`src/rtl/led_sequencer_pkg.sv`:
```
// Shared types and default sizing for the LED pattern sequencer.
package led_sequencer_pkg;

   typedef enum logic {
      IDLE = 1'b0,
      RUN  = 1'b1
   } state_t;

   localparam int DEF_LED_WIDTH   = 8;
   localparam int DEF_DEPTH       = 8;
   localparam int DEF_DWELL_WIDTH = 8;

   localparam logic [DEF_LED_WIDTH-1:0] DEF_IDLE_PATTERN = 8'h55;

   // One pattern-table slot at the default widths.
   typedef struct packed {
      logic [DEF_LED_WIDTH-1:0]   pattern;
      logic [DEF_DWELL_WIDTH-1:0] dwell;
   } slot_entry_t;

endpackage

```
`src/rtl/led_sequencer_if.sv`:
```
// Configuration, control and status bundle of the LED sequencer.
interface led_sequencer_if
   import led_sequencer_pkg::*;
#(
   parameter int LED_WIDTH   = DEF_LED_WIDTH,
   parameter int DEPTH       = DEF_DEPTH,
   parameter int DWELL_WIDTH = DEF_DWELL_WIDTH
);
   localparam int AW = $clog2(DEPTH);

   logic                   cfg_valid;
   logic                   cfg_ready;
   logic [AW-1:0]          cfg_addr;
   logic [LED_WIDTH-1:0]   cfg_pattern;
   logic [DWELL_WIDTH-1:0] cfg_dwell;
   logic [AW:0]            length;
   logic                   loop;
   logic                   start;
   logic                   stop;
   logic                   busy;
   logic [AW-1:0]          slot;
   logic [LED_WIDTH-1:0]   led;

   modport master (
      output cfg_valid, cfg_addr, cfg_pattern, cfg_dwell, length, loop, start, stop,
      input  cfg_ready, busy, slot, led
   );

   modport slave (
      input  cfg_valid, cfg_addr, cfg_pattern, cfg_dwell, length, loop, start, stop,
      output cfg_ready, busy, slot, led
   );

endinterface

```
`src/rtl/led_sequencer_prescaler.sv`:
```
// Free-running timebase: tick is high while the counter sits at PRESCALE-1.
module led_sequencer_prescaler #(
   parameter int PRESCALE = 50_000_000
) (
   input  logic clock,
   input  logic reset,
   input  logic clear,
   output logic tick
);
   localparam int CW = $clog2(PRESCALE);

   logic [CW-1:0] count;

   assign tick = (count == CW'(PRESCALE - 1));

   // NOTE: clocked state uses non-blocking assignments so every register
   // samples pre-edge values regardless of block ordering.
   always_ff @(posedge clock) begin
      if (reset || clear || tick) begin
         count <= '0;
      end else begin
         count <= count + CW'(1);
      end
   end

endmodule

```
`src/rtl/led_sequencer.sv`:
```
// LED pattern sequencer: walks a programmable table, holding each slot for
// (dwell+1) ticks. Define LED_SEQUENCER_ACTIVE_LOW_EN for current-sinking LEDs.
module led_sequencer
   import led_sequencer_pkg::*;
#(
   parameter int                   LED_WIDTH    = DEF_LED_WIDTH,
   parameter int                   DEPTH        = DEF_DEPTH,
   parameter int                   PRESCALE     = 50_000_000,
   parameter int                   DWELL_WIDTH  = DEF_DWELL_WIDTH,
   parameter logic [LED_WIDTH-1:0] IDLE_PATTERN = DEF_IDLE_PATTERN
) (
   input  logic          clock,
   input  logic          reset,
   led_sequencer_if.slave bus
);
   localparam int AW = $clog2(DEPTH);
   localparam int LW = AW + 1;
   localparam logic [AW-1:0] FIRST_SLOT = '0;

   typedef struct packed {
      logic [LED_WIDTH-1:0]   pattern;
      logic [DWELL_WIDTH-1:0] dwell;
   } entry_t;

   entry_t                 table_q [DEPTH];
   state_t                 state;
   logic [AW-1:0]          slot_q;
   logic [DWELL_WIDTH-1:0] dwell_cnt;
   logic [LW-1:0]          len_q;
   logic                   loop_q;
   logic [LED_WIDTH-1:0]   led_q;

   logic                   tick;
   logic                   wr_en;
   logic                   start_ok;
   logic                   last_slot;
   logic [AW-1:0]          next_slot;
   entry_t                 first_entry;
   entry_t                 next_entry;
   entry_t                 start_entry;

`ifdef LED_SEQUENCER_ACTIVE_LOW_EN
   function automatic logic [LED_WIDTH-1:0] drive(input logic [LED_WIDTH-1:0] p);
      return ~p;
   endfunction
`else
   function automatic logic [LED_WIDTH-1:0] drive(input logic [LED_WIDTH-1:0] p);
      return p;
   endfunction
`endif

   assign wr_en       = bus.cfg_valid && (state == IDLE);
   assign start_ok    = (state == IDLE) && bus.start && !bus.stop &&
                        (bus.length != '0) && (bus.length <= LW'(DEPTH));
   assign last_slot   = ({1'b0, slot_q} == (len_q - LW'(1)));
   assign next_slot   = slot_q + AW'(1);
   assign first_entry = table_q[FIRST_SLOT];
   assign next_entry  = table_q[next_slot];

   // A write to slot 0 on the start edge must be what slot 0 displays.
   always_comb begin
      start_entry = first_entry;
      if (wr_en && (bus.cfg_addr == FIRST_SLOT)) begin
         start_entry = '{pattern: bus.cfg_pattern, dwell: bus.cfg_dwell};
      end
   end

   led_sequencer_prescaler #(.PRESCALE(PRESCALE)) u_prescaler (
      .clock (clock),
      .reset (reset),
      .clear (start_ok),
      .tick  (tick)
   );

   // NOTE: the pattern table is plain storage with no reset; slots are
   // undefined until written, which keeps it mappable to RAM/LUT storage.
   always_ff @(posedge clock) begin
      if (wr_en) begin
         table_q[bus.cfg_addr] <= '{pattern: bus.cfg_pattern, dwell: bus.cfg_dwell};
      end
   end

   always_ff @(posedge clock) begin
      if (reset) begin
         state     <= IDLE;
         slot_q    <= '0;
         dwell_cnt <= '0;
         len_q     <= '0;
         loop_q    <= 1'b0;
         led_q     <= drive(IDLE_PATTERN);
      end else begin
         case (state)
            IDLE: begin
               if (start_ok) begin
                  state     <= RUN;
                  slot_q    <= '0;
                  dwell_cnt <= start_entry.dwell;
                  len_q     <= bus.length;
                  loop_q    <= bus.loop;
                  led_q     <= drive(start_entry.pattern);
               end
            end
            RUN: begin
               if (bus.stop) begin
                  state  <= IDLE;
                  slot_q <= '0;
                  led_q  <= drive(IDLE_PATTERN);
               end else if (tick) begin
                  if (dwell_cnt != '0) begin
                     dwell_cnt <= dwell_cnt - DWELL_WIDTH'(1);
                  end else if (!last_slot) begin
                     slot_q    <= next_slot;
                     dwell_cnt <= next_entry.dwell;
                     led_q     <= drive(next_entry.pattern);
                  end else if (loop_q) begin
                     slot_q    <= '0;
                     dwell_cnt <= first_entry.dwell;
                     led_q     <= drive(first_entry.pattern);
                  end else begin
                     state  <= IDLE;
                     slot_q <= '0;
                     led_q  <= drive(IDLE_PATTERN);
                  end
               end
            end
            default: state <= IDLE;
         endcase
      end
   end

   assign bus.cfg_ready = (state == IDLE);
   assign bus.busy      = (state == RUN);
   assign bus.slot      = slot_q;
   assign bus.led       = led_q;

endmodule

```
`src/flat_wrapper.sv`:
```
// flat-port wrapper written by rule: the top's interface ports become plain ports
module led_sequencer_flat import led_sequencer_pkg::*;
#(
   parameter int                   LED_WIDTH    = DEF_LED_WIDTH,
   parameter int                   DEPTH        = DEF_DEPTH,
   parameter int                   PRESCALE     = 50_000_000,
   parameter int                   DWELL_WIDTH  = DEF_DWELL_WIDTH,
   parameter logic [LED_WIDTH-1:0] IDLE_PATTERN = DEF_IDLE_PATTERN
)
  (clock, reset, bus_cfg_valid, bus_cfg_addr, bus_cfg_pattern, bus_cfg_dwell, bus_length, bus_loop, bus_start, bus_stop, bus_cfg_ready, bus_busy, bus_slot, bus_led);
  led_sequencer_if #(.LED_WIDTH(LED_WIDTH), .DEPTH(DEPTH), .DWELL_WIDTH(DWELL_WIDTH)) bus_i ();
  input  logic clock;
  input  logic reset;
  input wire logic [$bits(bus_i.cfg_valid)-1:0] bus_cfg_valid;
  input wire logic [$bits(bus_i.cfg_addr)-1:0] bus_cfg_addr;
  input wire logic [$bits(bus_i.cfg_pattern)-1:0] bus_cfg_pattern;
  input wire logic [$bits(bus_i.cfg_dwell)-1:0] bus_cfg_dwell;
  input wire logic [$bits(bus_i.length)-1:0] bus_length;
  input wire logic [$bits(bus_i.loop)-1:0] bus_loop;
  input wire logic [$bits(bus_i.start)-1:0] bus_start;
  input wire logic [$bits(bus_i.stop)-1:0] bus_stop;
  output wire logic [$bits(bus_i.cfg_ready)-1:0] bus_cfg_ready;
  output wire logic [$bits(bus_i.busy)-1:0] bus_busy;
  output wire logic [$bits(bus_i.slot)-1:0] bus_slot;
  output wire logic [$bits(bus_i.led)-1:0] bus_led;
  assign bus_i.cfg_valid = bus_cfg_valid;
  assign bus_i.cfg_addr = bus_cfg_addr;
  assign bus_i.cfg_pattern = bus_cfg_pattern;
  assign bus_i.cfg_dwell = bus_cfg_dwell;
  assign bus_i.length = bus_length;
  assign bus_i.loop = bus_loop;
  assign bus_i.start = bus_start;
  assign bus_i.stop = bus_stop;
  assign bus_cfg_ready = bus_i.cfg_ready;
  assign bus_busy = bus_i.busy;
  assign bus_slot = bus_i.slot;
  assign bus_led = bus_i.led;
  led_sequencer #(.LED_WIDTH(LED_WIDTH), .DEPTH(DEPTH), .PRESCALE(PRESCALE), .DWELL_WIDTH(DWELL_WIDTH), .IDLE_PATTERN(IDLE_PATTERN)) u_core (.clock(clock), .reset(reset), .bus(bus_i));
endmodule
```
`config.mk`:
```
export PLATFORM = sky130hd
export DESIGN_NAME = led_sequencer_flat
export DESIGN_NICKNAME = d
export VERILOG_FILES = /design/src/rtl/led_sequencer_pkg.sv /design/src/rtl/led_sequencer_if.sv /design/src/rtl/led_sequencer_prescaler.sv /design/src/rtl/led_sequencer.sv /design/src/flat_wrapper.sv
export SDC_FILE = /design/constraint.sdc
export NUM_CORES = 1
export LEC_CHECK = 0
export CAP_MARGIN = 20
export CELL_PAD_IN_SITES_DETAIL_PLACEMENT = 0
export CELL_PAD_IN_SITES_GLOBAL_PLACEMENT = 1
export CORE_ASPECT_RATIO = 1.1
export CORE_MARGIN = 2
export CORE_UTILIZATION = 53
export DETAILED_ROUTE_END_ITERATION = 8
export PLACE_DENSITY_LB_ADDON = 0.1
export SYNTH_ARGS = -nofsm -noshare
export SYNTH_HDL_FRONTEND = slang
export SYNTH_SLANG_ARGS = --single-unit
export TNS_END_PERCENT = 50
```
`constraint.sdc`:
```
create_clock -name clock -period 6.3 [get_ports clock]
set_input_delay 1.26 -clock clock [delete_from_list [all_inputs] [get_ports clock]]
set_output_delay 1.26 -clock clock [all_outputs]
set_load 0.02 [all_outputs]
```
==> flow_summary_export.csv, run 1 <==
group,metric,value,unit
grt,antenna_found_initial,0,
yosys,ys_seq_elements,179,
grt,grt_overflow,0,
timing,slew-limit-headroom,25.5,%
yosys,ys_async_sr_fraction,0,%
power_and_ir_drop,power.total,2.56,mW
worst_setup_path,r2r_cells,8,
clock_network,holdBufCountCts,0,
detailed_routing,wl_per_cell,20.3,um
detailed_routing,drt_iter0_drc,329,
status,status,"finished clean",
timing,finalCriticalPeriod,3.55,ns
grt,grt_pass1_wl,27400,um
layout,design_area,9110,um^2
power_and_ir_drop,peakVddDrop,245,uV
yosys,synth_top_cell_by_area,"edfxtp_1",
die,die_y,132,um
layout,area_growth,15.4,%
yosys,yosysMostFrequentCell,"edfxtp_1",
timing,setup_viol,0,
yosys,synth_edf_count,128,
worst_setup_path,cp_cell_sequence,"clkdlybuf4s50_1 -> inv_1 -> nand3_1 -> a21oi_1",
power_and_ir_drop,p_leak,3.00,nW
yosys,synth_area_leaders,"edfxtp_1, dfxtp_1, mux4_2",
worst_setup_path,startpoint_type,"input pin",
die,num_rows,46,
timing,fin_crit_sh,56.4,%
yosys,ys_seq_area_share,61.6,%
clock_network,cts_setup_buffers,0,
die,fp.dieW,120,um
place,numPortBuffers,41,
grt,grt.busiest_layer,"met2",
place,place_area,8490,um^2
timing,worst_pin_slew,1.12,ns
yosys,synth_common_cells,"edfxtp_1, nand2_1, dfxtp_1",
hold_path,worstHoldPathCells,1,
clock_network,cts_resized,0,
detailed_routing,routed_wl,17200,um
grt,grt_max_degree,34,
layout,drive_gt1_share,13.1,%
grt,met2_usage,38.5,%
die,boundaryPins,42,
hold_path,holdPathEnd,"u_core.u_prescaler.count[0]",
timing,rsz0062_at_grt,"false",
timing,setup_ws,2.75,ns
worst_setup_path,r2r-end,"u_core.dwell_cnt[1]",
place,gp_congestion,0.812,
worst_setup_path,path_class,"input pin to flip-flop",
worst_setup_path,critPathMaxStageDelay,0.82,ns
worst_setup_path,rr_startpoint,"u_core.bus.slot[0]",
timing,skew,0.0129,ns
yosys,syn_avg_cell_area,13.1,um^2
yosys,ys_types,59,
yosys,yosysTopAreaCellShare,48.7,%
grt,grtUsageMet3,5.10,%
detailed_routing,vias_per_cell,5.93,
detailed_routing,firstDrtPassIters,5,
detailed_routing,vias,5043,
grt,grt_use_total,22.8,%
yosys,synthFlopType,"edfxtp_1",
detailed_routing,drc,0,
hold_path,worstHoldStart,"u_core.u_prescaler.count[0]",
place,hpwl,11100,um
grt,first_global_vias,5175,
layout,fin_cells,850,
worst_setup_path,rrSetupSlack,2.85,ns
grt,grt_util_met1,28.4,%
worst_setup_path,cp_max_fo,26,
die,start_util,54.4,%
clock_network,clockBufferDepth,2,
clock_network,root_buffer,"clkbuf_16",
yosys,netlist_area,7890,um^2
yosys,synthCells,603,
clock_network,clk_pin_slew,0.07,ns
worst_setup_path,arrival,3.88,ns
clock_network,cts_buffers,17,
worst_setup_path,cp-end-kind,"flip-flop",
place,dp_cells,818,
hold_path,worstHoldPathType,"flip-flop to flip-flop",
clock_network,clkLatencyLatePin,0.43,ns
worst_setup_path,required,6.63,ns
layout,diodes,0,
die,coreArea,14500,um^2
layout,fin_nets,679,
timing,fin_tns_setup,0,ns
layout,fill_cells,1183,
flow_run,maxCapViolCount,0,
clock_network,clock-sinks,179,
clock_network,cts_tree,"done",
power_and_ir_drop,p_per_area,281,nW/um^2
place,post-place-ws,2.29,ns
yosys,ys.warnings.count,0,
timing,fmax,281,MHz
yosys,syn_nets,637,
timing,finalHoldViolations,0,
die,die_area,15900,um^2
timing,drv_slew,0,
clock_network,h-tree-depth,4,
worst_setup_path,cp_slowest_cell,"nand3_1",
detailed_routing,drtAntennaViolNets,0,
==> critical path: cells and delay by family <==
| kind | cells | cell delay (ns) |
|---|---|---|
| compound gates | 1 | 0.37 |
| simple gates | 1 | 0.82 |
| buf+inv | 2 | 1.41 |
==> worst max path at each step <==
stage	to	startpoint	cells past startpoint
after floorplan	u_core.table_q[2][0]	bus_cfg_addr[1]	2
after global placement	u_core.dwell_cnt[7]	bus_cfg_valid	8
after detailed placement	u_core.dwell_cnt[7]	bus_cfg_valid	8
after CTS	u_core.u_prescaler.count[11]	reset	4
after global routing	u_core.dwell_cnt[1]	bus_cfg_valid	8
final	u_core.u_prescaler.count[11]	reset	4
==> stage by stage <==
stage	utilization [%]	hold slack, ns
floorplan	-	0.438
global placement	58.5	0.455
detailed placement	58.5	0.468
CTS	62.8	0.488
global route	62.8	0.517
finish	62.8	0.484
==> routing by layer <==
layer	part of all wire (%)	vias to the layer above	wire (um)
li1	-	2368	-
met1	41	2525	7090
met2	51	125	8800
met3	5.2	25	889
met4	2.6	0	441
met5	0	-	0
==> sequential cells by signal, indices dropped and copies added (netlist names) <==
signal,flops
u_core.table_q,128
u_core.bus.busy,1
u_core.bus.led,8
u_core.loop_q,1
u_core.len_q,4
u_core.bus.slot,3
u_core.dwell_cnt,8
u_core.u_prescaler.count,26
==> where the power goes <==
group          switching [mW]  total [mW]  internal (mW)  leakage, nW
clock                   0.467        1.10          0.637        0.296
combinational          0.0925       0.152         0.0599         1.13
sequential             0.0145        1.30           1.29         1.58
total                   0.574        2.56           1.98         3.00
==> area by class of cell <==
cell class	instances	area, um^2	area share (%)
Clock buffer	18	429	4.71
Multi-Input combinational cell	379	2830	31.0
Timing Repair Buffer	53	500	5.49
Clock inverter	14	189	2.07
Inverter	15	57.6	0.632
Sequential cell	179	4860	53.4
Tap cell	192	240	2.64
==> logic make-up after synthesis <==
group / after synthesis / synth area share (%)
XOR/XNOR: 27 / 3.09
AND/OR/NAND/NOR: 194 / 11.9
multiplexers: 48 / 11.2
AO/OA/AOI/OAI: 105 / 8.73
flip-flops: 179 / 61.6
adder cells (fa/ha/maj): 5 / 0.793
buffers and inverters: 45 / 2.65
==> layout by cell type (no fill, tap or decap), types with 5 or more instances in the layout <==
| master | instances |
|---|---|
| a211oi_1 | 7 |
| a21oi_1 | 36 |
| a31oi_1 | 10 |
| and3_1 | 12 |
| buf_4 | 12 |
| clkbuf_16 | 17 |
| clkdlybuf4s50_1 | 41 |
| dfxtp_1 | 51 |
| edfxtp_1 | 128 |
| inv_1 | 13 |
| inv_6 | 5 |
| mux2i_1 | 14 |
| mux4_2 | 32 |
| nand2_1 | 75 |
| nand2b_1 | 6 |
| nand3_1 | 11 |
| nand4_1 | 5 |
| nor2_1 | 45 |
| nor3_1 | 5 |
| o21ai_0 | 16 |
| o21ai_1 | 5 |
| o311a_1 | 6 |
| or3_1 | 6 |
| or3b_1 | 7 |
| xnor2_1 | 8 |
| xor2_1 | 18 |
Power figures use the tool's default switching activity.
==> run 2: changes to the inputs <==
Settings changed: CORE_UTILIZATION 53 to 45.
Clock period 6.3 ns to 2.9 ns, I/O delays scaled along.
==> run 2 against run 1 <==
Against the previous run:
- register-to-register slack got worse by 2.4 ns
- flip-flop and latch count did not move
- clock power rose by 110%
- critical path type is now flip-flop to output port
- critical endpoint is now bus_cfg_ready
- highest routed layer unchanged
==> flow_summary_export.csv, run 2 (synthesis results as in run 1) <==
group,metric,value,unit
clock_network,clock-sinks,179,
layout,area_growth,18.3,%
power_and_ir_drop,p_per_area,588,nW/um^2
worst_setup_path,crit_buf_inv,2,
timing,drv_slew,0,
timing,finalCriticalPeriod,2.63,ns
layout,layout_commonest_cell,"edfxtp_1",
layout,fin_cells,912,
clock_network,h-tree-depth,4,
worst_setup_path,critPathTopFamily,"buffers and inverters",
worst_setup_path,arrival,2.05,ns
power_and_ir_drop,pwr-share-comb,6.7,%
detailed_routing,firstDrtPassIters,4,
timing,worst_pin_slew,0.737,ns
timing,setup_viol,0,
worst_setup_path,critPathMaxStageDelay,0.69,ns
grt,grt_pass1_wl,28500,um
clock_network,cts_resized,0,
detailed_routing,wl_per_cell,20.1,um
detailed_routing,vias,5116,
worst_setup_path,path_class,"flip-flop to output port",
power_and_ir_drop,p_leak,3.10,nW
detailed_routing,routed_wl,18300,um
timing,fin_tns_setup,0,ns
grt,grt_overflow,0,
worst_setup_path,startpoint_type,"flip-flop",
grt,antenna_found_initial,0,
layout,largest_register_ffs,128,
worst_setup_path,cp_max_fo,9,
power_and_ir_drop,peakVddDrop,406,uV
power_and_ir_drop,swShare,24.0,%
detailed_routing,drc,0,
grt,grt_use_total,21.0,%
die,start_util,46.2,%
place,hpwl,12100,um
layout,top_register,"u_core.table_q",
timing,fin_crit_sh,90.8,%
timing,finalHoldViolations,0,
die,coreArea,17100,um^2
power_and_ir_drop,p_int,4.17,mW
worst_setup_path,cp_cell_sequence,"clkinv_1 -> clkdlybuf4s50_1",
die,die_y,143,um
power_and_ir_drop,seq_power_share,51.6,%
worst_setup_path,required,2.32,ns
timing,rsz0062_at_grt,"false",
die,num_rows,50,
grt,first_global_vias,5132,
layout,top_regs,"u_core.table_q x128, u_core.u_prescaler.count x26",
power_and_ir_drop,p_sw,1.32,mW
timing,slew-limit-headroom,50.5,%
die,die_area,18600,um^2
worst_setup_path,cp-end-kind,"output port",
detailed_routing,drt_iter0_drc,345,
status,status,"finished clean",
die,boundaryPins,42,
layout,layout_common_cells,"edfxtp_1, nand2_1, dfxtp_1, nor2_1, clkdlybuf4s50_1",
detailed_routing,vias_per_cell,5.61,
place,numPortBuffers,41,
timing,fmax,380,MHz
clock_network,clkLatencyLatePin,0.44,ns
clock_network,clk_pin_slew,0.07,ns
die,fp.dieW,130,um
grt,grt_max_degree,27,
place,gp_congestion,0.822,
layout,diodes,0,
clock_network,cts_buffers,17,
clock_network,holdBufCountCts,0,
flow_run,maxCapViolCount,0,
place,dp_cells,880,
power_and_ir_drop,power.total,5.49,mW
clock_network,cts_setup_buffers,0,
layout,post-route-util,54.7,%
timing,skew,0.00958,ns
hold_path,worstHoldPathType,"flip-flop to flip-flop",
detailed_routing,drtAntennaViolNets,0,
clock_network,clockBufferDepth,2,
worst_setup_path,cp_slowest_cell,"clkdlybuf4s50_1",
clock_network,root_buffer,"clkbuf_16",
layout,fin_nets,699,
clock_network,cts_tree,"done",
layout,drive_gt1_share,15.8,%
power_and_ir_drop,clkPwrFrac,41.8,%
-- run 2: cell count changes in the layout (fill, tap and decap cells not counted) --
cell / delta
buf_12: +4
buf_4: +16
bufinv_16: -2
clkbuf_1: -1
clkinv_2: +1
clkinv_8: +2
clkinvlp_4: +1
inv_6: -3
inv_8: +2
-- run 2: cell type report --
class / instances / area (um^2)
clock inverter: 15 / 170
sequential: 179 / 4860
clock buffer: 17 / 425
multi-input combinational: 379 / 2830
inverter: 15 / 57.6
fill: 1395 / 7740
tap: 234 / 293
timing repair buffer: 73 / 701
-- run 2: layer usage --
layer | up-vias | part of all wire [%] | global-route usage [%]
met1 | 2561 | 45 | 27.8
met4 | 0 | 1.4 | 6.28
met3 | 23 | 4.0 | 4.57
met5 | - | 0 | 0
li1 | 2411 | - | -
met2 | 121 | 50 | 34.9
-- run 2: worst register-to-register path: stages, from the launching register on --
cell and delay [ns]:
dfxtp_1 0.35, ha_2 0.55, mux4_2 0.55, mux2_2 0.28, mux2_1 0.30, o2111ai_1 0.20
o31ai_1 0.10
-- run 2: metrics by stage --
stage | hold WS, ns | setup WS [ns] | instance area (um^2)
detailed placement | 0.465 | 0.0591 | 8740
CTS | 0.481 | 0.240 | 9340
floorplan | 0.438 | 0.471 | 7890
finish | 0.479 | 0.266 | 9340
global placement | 0.454 | 0.115 | 8740
global route | 0.511 | 0.224 | 9340
-- run 2: power by group through the flow --
stage / sequential, mW / clock [mW] / combinational (mW)
2_1_floorplan: 2.89 / 0 / 0.178
3_3_place_gp: 2.88 / 0 / 0.360
3_5_place_dp: 2.89 / 0 / 0.365
4_1_cts: 2.83 / 2.33 / 0.367
5_1_grt: 2.83 / 2.44 / 0.397
6_report: 2.83 / 2.29 / 0.366
-- run 2: worst paths after layout --
kind | start | to | slack [ns] | cells past startpoint
setup / recovery | u_core.bus.busy | bus_cfg_ready | 0.27 | 2
hold / removal | u_core.u_prescaler.count[0] | u_core.u_prescaler.count[0] | 0.48 | 1
setup reg to reg | u_core.bus.slot[1] | u_core.dwell_cnt[1] | 0.47 | 6
hold reg to reg | u_core.u_prescaler.count[0] | u_core.u_prescaler.count[0] | 0.48 | 1
